===== config.mk =====
export PLATFORM = sky130hd
export DESIGN_NAME = ca_cmd_framer_flat
export DESIGN_NICKNAME = d
export VERILOG_FILES = /design/src/rtl/ca_cmd_framer_if.sv /design/src/rtl/ca_cmd_framer.sv /design/src/flat_wrapper.sv
export SDC_FILE = /design/constraint.sdc
export NUM_CORES = 1
export LEC_CHECK = 0
export BUFFER_PORTS_ARGS = -buffer_cell sky130_fd_sc_hd__buf_2
export CAP_MARGIN = 10
export CORE_MARGIN = 2
export CORE_UTILIZATION = 45
export DETAILED_ROUTE_END_ITERATION = 16
export PLACE_DENSITY = 0.74
export SLEW_MARGIN = 20
export SYNTH_ARGS = -nofsm -noshare
export SYNTH_HDL_FRONTEND = slang
export SYNTH_SLANG_ARGS = --single-unit

===== constraint.sdc =====
create_clock -name clk -period 13.6 [get_ports clk]
set_clock_uncertainty 0.05 [all_clocks]
set_input_delay 0 -clock clk [delete_from_list [all_inputs] [get_ports clk]]
set_output_delay 0 -clock clk [all_outputs]
set_load 0.05 [all_outputs]

===== src/rtl/ca_cmd_framer_if.sv =====
`default_nettype none
// ============================================================================
// Module   : ca_cmd_framer_if
// Purpose  : Valid/ready CA stream from the command framer to the
//            CA distributor. One CA UI word per beat plus a flag that
//            marks the final UI of its command.
// Signals  : ca_out       - head UI word
//            ca_last_out  - head UI is the last UI of its command
//            ca_valid_out - head UI is valid
//            ca_ready_in  - distributor accepts the head UI
// Modports : master (framer side), slave (distributor side)
// Revision : 1.0 - initial release
// ============================================================================
interface ca_cmd_framer_if #(
  parameter int CA_WIDTH = 14
);
  logic [CA_WIDTH-1:0] ca_out;
  logic                ca_last_out;
  logic                ca_valid_out;
  logic                ca_ready_in;

  modport master (
    output ca_out,
    output ca_last_out,
    output ca_valid_out,
    input  ca_ready_in
  );

  modport slave (
    input  ca_out,
    input  ca_last_out,
    input  ca_valid_out,
    output ca_ready_in
  );
endinterface
`default_nettype wire


===== src/rtl/ca_cmd_framer.sv =====
`default_nettype none
// ============================================================================
// Module   : ca_cmd_framer
// Purpose  : Front-end of the CA distributor. Samples the host DDR5 CA bus
//            each clk, frames 1-UI and 2-UI commands, checks even parity and
//            commits only complete, parity-clean commands into a FWFT FIFO
//            that feeds the distributor's valid/ready CA input.
// Ports    : clk, rst_n          - clock, async active-low reset
//            enable              - framer enable (low aborts in-flight cmd)
//            par_chk_en          - parity check enable
//            dcs_n, dca, dpar    - host CA bus
//            ca_if (master)      - CA stream to the distributor
//            fifo_level          - FIFO occupancy
//            cmd_count           - committed commands (saturating)
//            par_err_count       - parity drops (saturating)
//            ovf_count           - space drops (saturating)
//            err_sticky, err_clr - sticky error flag and its clear
// Revision : 1.0 - initial release
// ============================================================================
module ca_cmd_framer #(
  parameter int CA_WIDTH   = 14,
  parameter int FIFO_DEPTH = 8,
  parameter int CNT_WIDTH  = 16
) (
  input  wire logic                          clk,
  input  wire logic                          rst_n,
  input  wire logic                          enable,
  input  wire logic                          par_chk_en,
  input  wire logic                          dcs_n,
  input  wire logic [CA_WIDTH-1:0]           dca,
  input  wire logic                          dpar,
  ca_cmd_framer_if.master                    ca_if,
  output logic [$clog2(FIFO_DEPTH)+1-1:0]    fifo_level,
  output logic [CNT_WIDTH-1:0]               cmd_count,
  output logic [CNT_WIDTH-1:0]               par_err_count,
  output logic [CNT_WIDTH-1:0]               ovf_count,
  output logic                               err_sticky,
  input  wire logic                          err_clr
);

  localparam int AW = $clog2(FIFO_DEPTH);
  localparam int LW = AW + 1;
  localparam logic [LW-1:0] c_DEPTH = LW'(FIFO_DEPTH);

  typedef enum logic [0:0] {
    ST_IDLE   = 1'b0,
    ST_SECOND = 1'b1
  } state_t;

  state_t              r_state;
  state_t              w_state_nxt;

  // Holding register for the first UI of a 2-UI command
  logic [CA_WIDTH-1:0] r_hold_data;
  logic                r_hold_good;

  // FIFO storage: {last, data}
  logic [CA_WIDTH:0]   r_mem [FIFO_DEPTH];
  logic [AW-1:0]       r_wr_ptr;
  logic [AW-1:0]       r_rd_ptr;
  logic [LW-1:0]       r_level;

  logic [CNT_WIDTH-1:0] r_cmd_count;
  logic [CNT_WIDTH-1:0] r_par_err_count;
  logic [CNT_WIDTH-1:0] r_ovf_count;
  logic                 r_err_sticky;

  logic                w_ui_good;
  logic                w_pop;
  logic [LW-1:0]       w_free;
  logic [AW-1:0]       w_wr_ptr1;
  logic                w_push0;
  logic                w_push1;
  logic [CA_WIDTH:0]   w_wdat0;
  logic [CA_WIDTH:0]   w_wdat1;
  logic                w_hold_load;
  logic                w_inc_cmd;
  logic                w_inc_par;
  logic                w_inc_ovf;

  // Even parity over {dca, dpar}; every UI is good when checking is off.
  assign w_ui_good = !par_chk_en || !(^{dca, dpar});

  assign w_pop     = (r_level != '0) && ca_if.ca_ready_in;
  // A pop in the same cycle frees its slot for this cycle's write.
  assign w_free    = c_DEPTH - r_level + {{(LW-1){1'b0}}, w_pop};
  assign w_wr_ptr1 = r_wr_ptr + AW'(1);

  // --------------------------------------------------------------------------
  // Framing FSM: next state, FIFO writes and counter events
  // --------------------------------------------------------------------------
  always_comb begin
    w_state_nxt = r_state;
    w_push0     = 1'b0;
    w_push1     = 1'b0;
    w_wdat0     = '0;
    w_wdat1     = '0;
    w_hold_load = 1'b0;
    w_inc_cmd   = 1'b0;
    w_inc_par   = 1'b0;
    w_inc_ovf   = 1'b0;

    case (r_state)
      ST_IDLE: begin
        if (enable && !dcs_n) begin
          if (dca[1]) begin
            if (!w_ui_good) begin
              w_inc_par = 1'b1;
            end else if (w_free >= LW'(1)) begin
              w_push0   = 1'b1;
              w_wdat0   = {1'b1, dca};
              w_inc_cmd = 1'b1;
            end else begin
              w_inc_ovf = 1'b1;
            end
          end else begin
            w_hold_load = 1'b1;
            w_state_nxt = ST_SECOND;
          end
        end
      end

      ST_SECOND: begin
        w_state_nxt = ST_IDLE;
        if (enable) begin
          if (!(r_hold_good && w_ui_good)) begin
            w_inc_par = 1'b1;
          end else if (w_free >= LW'(2)) begin
            w_push0   = 1'b1;
            w_push1   = 1'b1;
            w_wdat0   = {1'b0, r_hold_data};
            w_wdat1   = {1'b1, dca};
            w_inc_cmd = 1'b1;
          end else begin
            w_inc_ovf = 1'b1;
          end
        end
      end

      default: w_state_nxt = ST_IDLE;
    endcase
  end

  always_ff @(posedge clk or negedge rst_n) begin
    if (!rst_n) begin
      r_state     <= ST_IDLE;
      r_hold_data <= '0;
      r_hold_good <= 1'b0;
    end else begin
      r_state <= w_state_nxt;
      if (w_hold_load) begin
        r_hold_data <= dca;
        r_hold_good <= w_ui_good;
      end
    end
  end

  // --------------------------------------------------------------------------
  // FWFT FIFO. Storage is not reset: the head is masked while empty and the
  // pointers/level restart on reset, so stale contents never reach the output.
  // --------------------------------------------------------------------------
  always_ff @(posedge clk) begin
    if (w_push0) r_mem[r_wr_ptr]  <= w_wdat0;
    if (w_push1) r_mem[w_wr_ptr1] <= w_wdat1;
  end

  always_ff @(posedge clk or negedge rst_n) begin
    if (!rst_n) begin
      r_wr_ptr <= '0;
      r_rd_ptr <= '0;
      r_level  <= '0;
    end else begin
      r_wr_ptr <= r_wr_ptr + AW'(w_push0) + AW'(w_push1);
      if (w_pop) r_rd_ptr <= r_rd_ptr + AW'(1);
      r_level  <= r_level + LW'(w_push0) + LW'(w_push1) - LW'(w_pop);
    end
  end

  assign ca_if.ca_valid_out = (r_level != '0);
  assign {ca_if.ca_last_out, ca_if.ca_out} =
           (r_level != '0) ? r_mem[r_rd_ptr] : '0;
  assign fifo_level = r_level;

  // --------------------------------------------------------------------------
  // Status counters: an event in the same cycle as err_clr loads 1.
  // --------------------------------------------------------------------------
  function automatic logic [CNT_WIDTH-1:0] f_cnt_next(
    input logic [CNT_WIDTH-1:0] cur,
    input logic                 inc,
    input logic                 clr
  );
    if (inc) begin
      if (clr)       return CNT_WIDTH'(1);
      else if (&cur) return cur;
      else           return cur + CNT_WIDTH'(1);
    end else if (clr) begin
      return '0;
    end else begin
      return cur;
    end
  endfunction

  always_ff @(posedge clk or negedge rst_n) begin
    if (!rst_n) begin
      r_cmd_count     <= '0;
      r_par_err_count <= '0;
      r_ovf_count     <= '0;
      r_err_sticky    <= 1'b0;
    end else begin
      r_cmd_count     <= f_cnt_next(r_cmd_count,     w_inc_cmd, err_clr);
      r_par_err_count <= f_cnt_next(r_par_err_count, w_inc_par, err_clr);
      r_ovf_count     <= f_cnt_next(r_ovf_count,     w_inc_ovf, err_clr);
      if (w_inc_par || w_inc_ovf) r_err_sticky <= 1'b1;
      else if (err_clr)           r_err_sticky <= 1'b0;
    end
  end

  assign cmd_count     = r_cmd_count;
  assign par_err_count = r_par_err_count;
  assign ovf_count     = r_ovf_count;
  assign err_sticky    = r_err_sticky;

endmodule
`default_nettype wire


===== src/flat_wrapper.sv =====
// flat-port wrapper written by rule: the top's interface ports become plain ports
module ca_cmd_framer_flat 
#(
  parameter int CA_WIDTH   = 14,
  parameter int FIFO_DEPTH = 8,
  parameter int CNT_WIDTH  = 16
)
  (clk, rst_n, enable, par_chk_en, dcs_n, dca, dpar, fifo_level, cmd_count, par_err_count, ovf_count, err_sticky, err_clr, ca_if_ca_out, ca_if_ca_last_out, ca_if_ca_valid_out, ca_if_ca_ready_in);
  ca_cmd_framer_if #(.CA_WIDTH(CA_WIDTH)) ca_if_i ();
  input  wire logic clk;
  input  wire logic rst_n;
  input  wire logic enable;
  input  wire logic par_chk_en;
  input  wire logic dcs_n;
  input  wire logic [CA_WIDTH-1:0] dca;
  input  wire logic dpar;
  output logic [$clog2(FIFO_DEPTH)+1-1:0] fifo_level;
  output logic [CNT_WIDTH-1:0] cmd_count;
  output logic [CNT_WIDTH-1:0] par_err_count;
  output logic [CNT_WIDTH-1:0] ovf_count;
  output logic err_sticky;
  input  wire logic err_clr;
  output wire logic [$bits(ca_if_i.ca_out)-1:0] ca_if_ca_out;
  output wire logic [$bits(ca_if_i.ca_last_out)-1:0] ca_if_ca_last_out;
  output wire logic [$bits(ca_if_i.ca_valid_out)-1:0] ca_if_ca_valid_out;
  input wire logic [$bits(ca_if_i.ca_ready_in)-1:0] ca_if_ca_ready_in;
  assign ca_if_ca_out = ca_if_i.ca_out;
  assign ca_if_ca_last_out = ca_if_i.ca_last_out;
  assign ca_if_ca_valid_out = ca_if_i.ca_valid_out;
  assign ca_if_i.ca_ready_in = ca_if_ca_ready_in;
  ca_cmd_framer #(.CA_WIDTH(CA_WIDTH), .FIFO_DEPTH(FIFO_DEPTH), .CNT_WIDTH(CNT_WIDTH)) u_core (.clk(clk), .rst_n(rst_n), .enable(enable), .par_chk_en(par_chk_en), .dcs_n(dcs_n), .dca(dca), .dpar(dpar), .ca_if(ca_if_i), .fifo_level(fifo_level), .cmd_count(cmd_count), .par_err_count(par_err_count), .ovf_count(ovf_count), .err_sticky(err_sticky), .err_clr(err_clr));
endmodule

==> impl_metrics.json <==
{
  "period_share_pct": 38.9,
  "numCtsBuffers": 17,
  "die-area_um2": 24100,
  "start_util_pct": 45.7,
  "cts-root-buf": "clkbuf_16",
  "via_count": 7366,
  "via_per_inst": 6.22,
  "cp_cell_sequence": "inv_1, ha_1, and3_1, inv_1, nand2_1, ha_1, inv_1, ha_1, xnor2_1, nor2_1, a21oi_2, nand2_1, nor3_2, a41o_1",
  "report.final.slew_viol_count": 0,
  "p_total_mw": 2.03,
  "ant_nets": 0,
  "max-clock-path-buffers": 2,
  "period_needed_ns": 5.29,
  "n_antenna_cell": 0,
  "start_kind": "register",
  "tns_ns": 0,
  "clkSinkCount": 195,
  "critPathKind": "reg2reg",
  "cp.buffers_inverters": 3,
  "drt_iter0_drc": 557,
  "crit_family": "simple AND/OR/NAND/NOR gates",
  "fin_util_pct": 52.1,
  "synthArstFlopShare_pct": 38.5,
  "layout_common_cells": "120 x edfxtp_1, 112 x o2bb2ai_1, 89 x buf_2",
  "max_cap_viol_count": 0,
  "arrival_ns": 5.31,
  "synthDominantCellAreaShare_pct": 35.1,
  "slowest_delay_ns": 0.90,
  "syn_to_final_growth_pct": 14.0,
  "die_width_um": 155,
  "p_leak_nw": 4.37,
  "setup_ws_ns": 8.31,
  "wl_um": 25300,
  "yosysUniqueCellTypes": 58,
  "fmax_mhz": 189,
  "grt_pass1_wl_um": 41200,
  "path_max_fanout": 17,
  "setup_viol": 0,
  "fillCellCount": 1917,
  "maxSlewHeadroom_pct": 30.5,
  "netlist_instances": 818,
  "globalRouteTotalUtil_pct": 22.0,
  "hold_path_class": "in2reg",
  "synth_edf_count": 120,
  "h-tree-depth": 4,
  "yosysTopAreaCell": "edfxtp_1",
  "clk_latency_ns": 0.44,
  "drtPass1Iterations": 5,
  "final_common_cell": "edfxtp_1",
  "worstSetupEndpointType": "register",
  "cts_tree": "yes",
  "antenna_found_initial": 0,
  "die_h_um": 155,
  "grt-ovfl-total": 0,
  "core_um2": 22500,
  "rsz0062_at_grt": "false",
  "synth_flop_cell": "edfxtp_1",
  "outcome": "finished, final reports clean",
  "grt_max_degree": 76,
  "synth_area_um2": 10300,
  "hold_violations": 0,
  "drc": 0,
  "synth_area_leaders": "edfxtp_1 35%, dfrtp_1 18%, o2bb2ai_1 9.5%",
  "final_nets": 925,
  "pin_count": 91,
  "synth-warning-count": 0,
  "synth.avg_cell_area_um2": 12.6,
  "ir_drop_v": 0.000105,
  "dp_hpwl_um": 17000,
  "hold_slack_ns": 0.0481,
  "crit_required_ns": 13.62,
  "slowest_stage": "nor3_2",
  "rows": 55,
  "wire_per_inst_um": 21.4,
  "place_congestion": 0.857,
  "clk_pin_slew_ns": 0.08,
  "ys_seq_area_share_pct": 53.3,
  "grt_pass1_vias": 7315,
  "synth_seq_cells": 195,
  "pre_cts_slack_ns": 8.42,
  "power_density_nw_per_um2": 173,
  "drive_gt1_share_pct": 23.1,
  "port_buffers": 90,
  "worst_pin_slew_ns": 1.04,
  "synth_nets": 856
}
-- where the power goes --
group	internal [mW]	total (mW)	switching [mW]	leakage, nW
Sequential	0.689	0.769	0.0804	2.10
Combinational	0.241	0.742	0.501	1.97
Clock	0.265	0.516	0.251	0.290
-- layout make-up --
cell class / count / area (µm²) / share of cell area, %
Sequential cell: 195 / 5480 / 46.8
Multi-Input combinational cell: 527 / 4460 / 38.0
Timing Repair Buffer: 116 / 697 / 5.95
Clock buffer: 18 / 429 / 3.66
Tap cell: 285 / 357 / 3.04
Clock inverter: 14 / 181 / 1.55
Inverter: 30 / 113 / 0.961
-- synthesized netlist by cell type (3+ instances only) --
master / n
nand2_1: 32
ha_1: 13
inv_1: 30
a21oi_1: 33
edfxtp_1: 120
buf_2: 15
mux4_2: 30
and4_1: 5
o41ai_1: 9
o311ai_0: 3
dfrtp_1: 75
a211oi_2: 3
a22oi_1: 13
buf_1: 8
and3_1: 11
o31ai_1: 11
or4_1: 9
nand2b_1: 6
mux2i_1: 16
a21o_1: 10
fa_1: 3
a31o_2: 6
nor4_1: 3
clkbuf_1: 42
xnor2_1: 17
o21ai_0: 13
or3_1: 8
xor2_1: 5
mux2_2: 21
xnor3_1: 3
a41o_1: 4
nand4_1: 9
nor2_1: 45
nand3_1: 30
a211oi_1: 3
and2_1: 4
nor2b_1: 11
or2_2: 3
o2bb2ai_1: 112
-- kinds of logic (layout without fill, tap and decap cells) --
kind of cell / after synthesis / count (layout) / share of synthesized area [%]
flip-flops: 195 / 195 / 53.3
AO/OA/AOI/OAI: 229 / 229 / 17.7
multiplexers: 67 / 67 / 10.4
XOR/XNOR: 25 / 25 / 2.53
AND/OR/NAND/NOR: 190 / 190 / 10.2
adder cells (fa/ha/maj): 16 / 16 / 2.17
buffers and inverters: 96 / 178 / 3.72
-- worst paths after layout --
check	start	to	slack, ns	depth (start not counted)
max	u_core.fifo_level[2]	u_core.r_mem[6][1]	8.31	14
min	dca[1]	u_core.r_mem[0][1]	0.05	2
max reg2reg	u_core.fifo_level[2]	u_core.r_mem[6][1]	8.31	14
min reg2reg	u_core.r_hold_data[5]	u_core.r_hold_data[5]	0.46	1
max in group asynchronous	rst_n	u_core.r_rd_ptr[0]	12.84	2
min in group asynchronous	rst_n	u_core.ovf_count[2]	0.09	2
-- timing repair --
item | in CTS | in global routing
endpoints found under the setup margin | 0 | 0
setup buffers | 0 | 0
endpoints found under the hold margin | 178 | 0
hold buffers | 18 | 0
gates resized for setup | 0 | 0
-- metal layers --
layer  vias to the layer above  part of all wire [%]  GRT usage (%)
li1                       3352                     -              -
met1                      3702                    44           30.2
met2                       276                    48           35.4
met3                        36                   6.8           5.10
met4                         0                   1.5           6.22
met5                         -                     0              0
-- registers in the layout, indices dropped and copies added (netlist names) --
signal	cells
u_core.r_mem	120
u_core.cmd_count	16
u_core.ovf_count	16
u_core.par_err_count	16
u_core.r_hold_data	14
u_core.fifo_level	4
u_core.r_rd_ptr	3
u_core.r_wr_ptr	3
u_core.err_sticky	1
u_core.r_hold_good	1
u_core.r_state	1
-- through the flow --
stage / area (µm²) / instances
5_1_grt: 11700 / 1185
6_report: 11700 / 1185
4_1_cts: 11700 / 1185
2_1_floorplan: 10300 / 818
3_3_place_gp: 10900 / 1135
3_5_place_dp: 10900 / 1135
No activity file was read; power rests on OpenSTA's default activity.
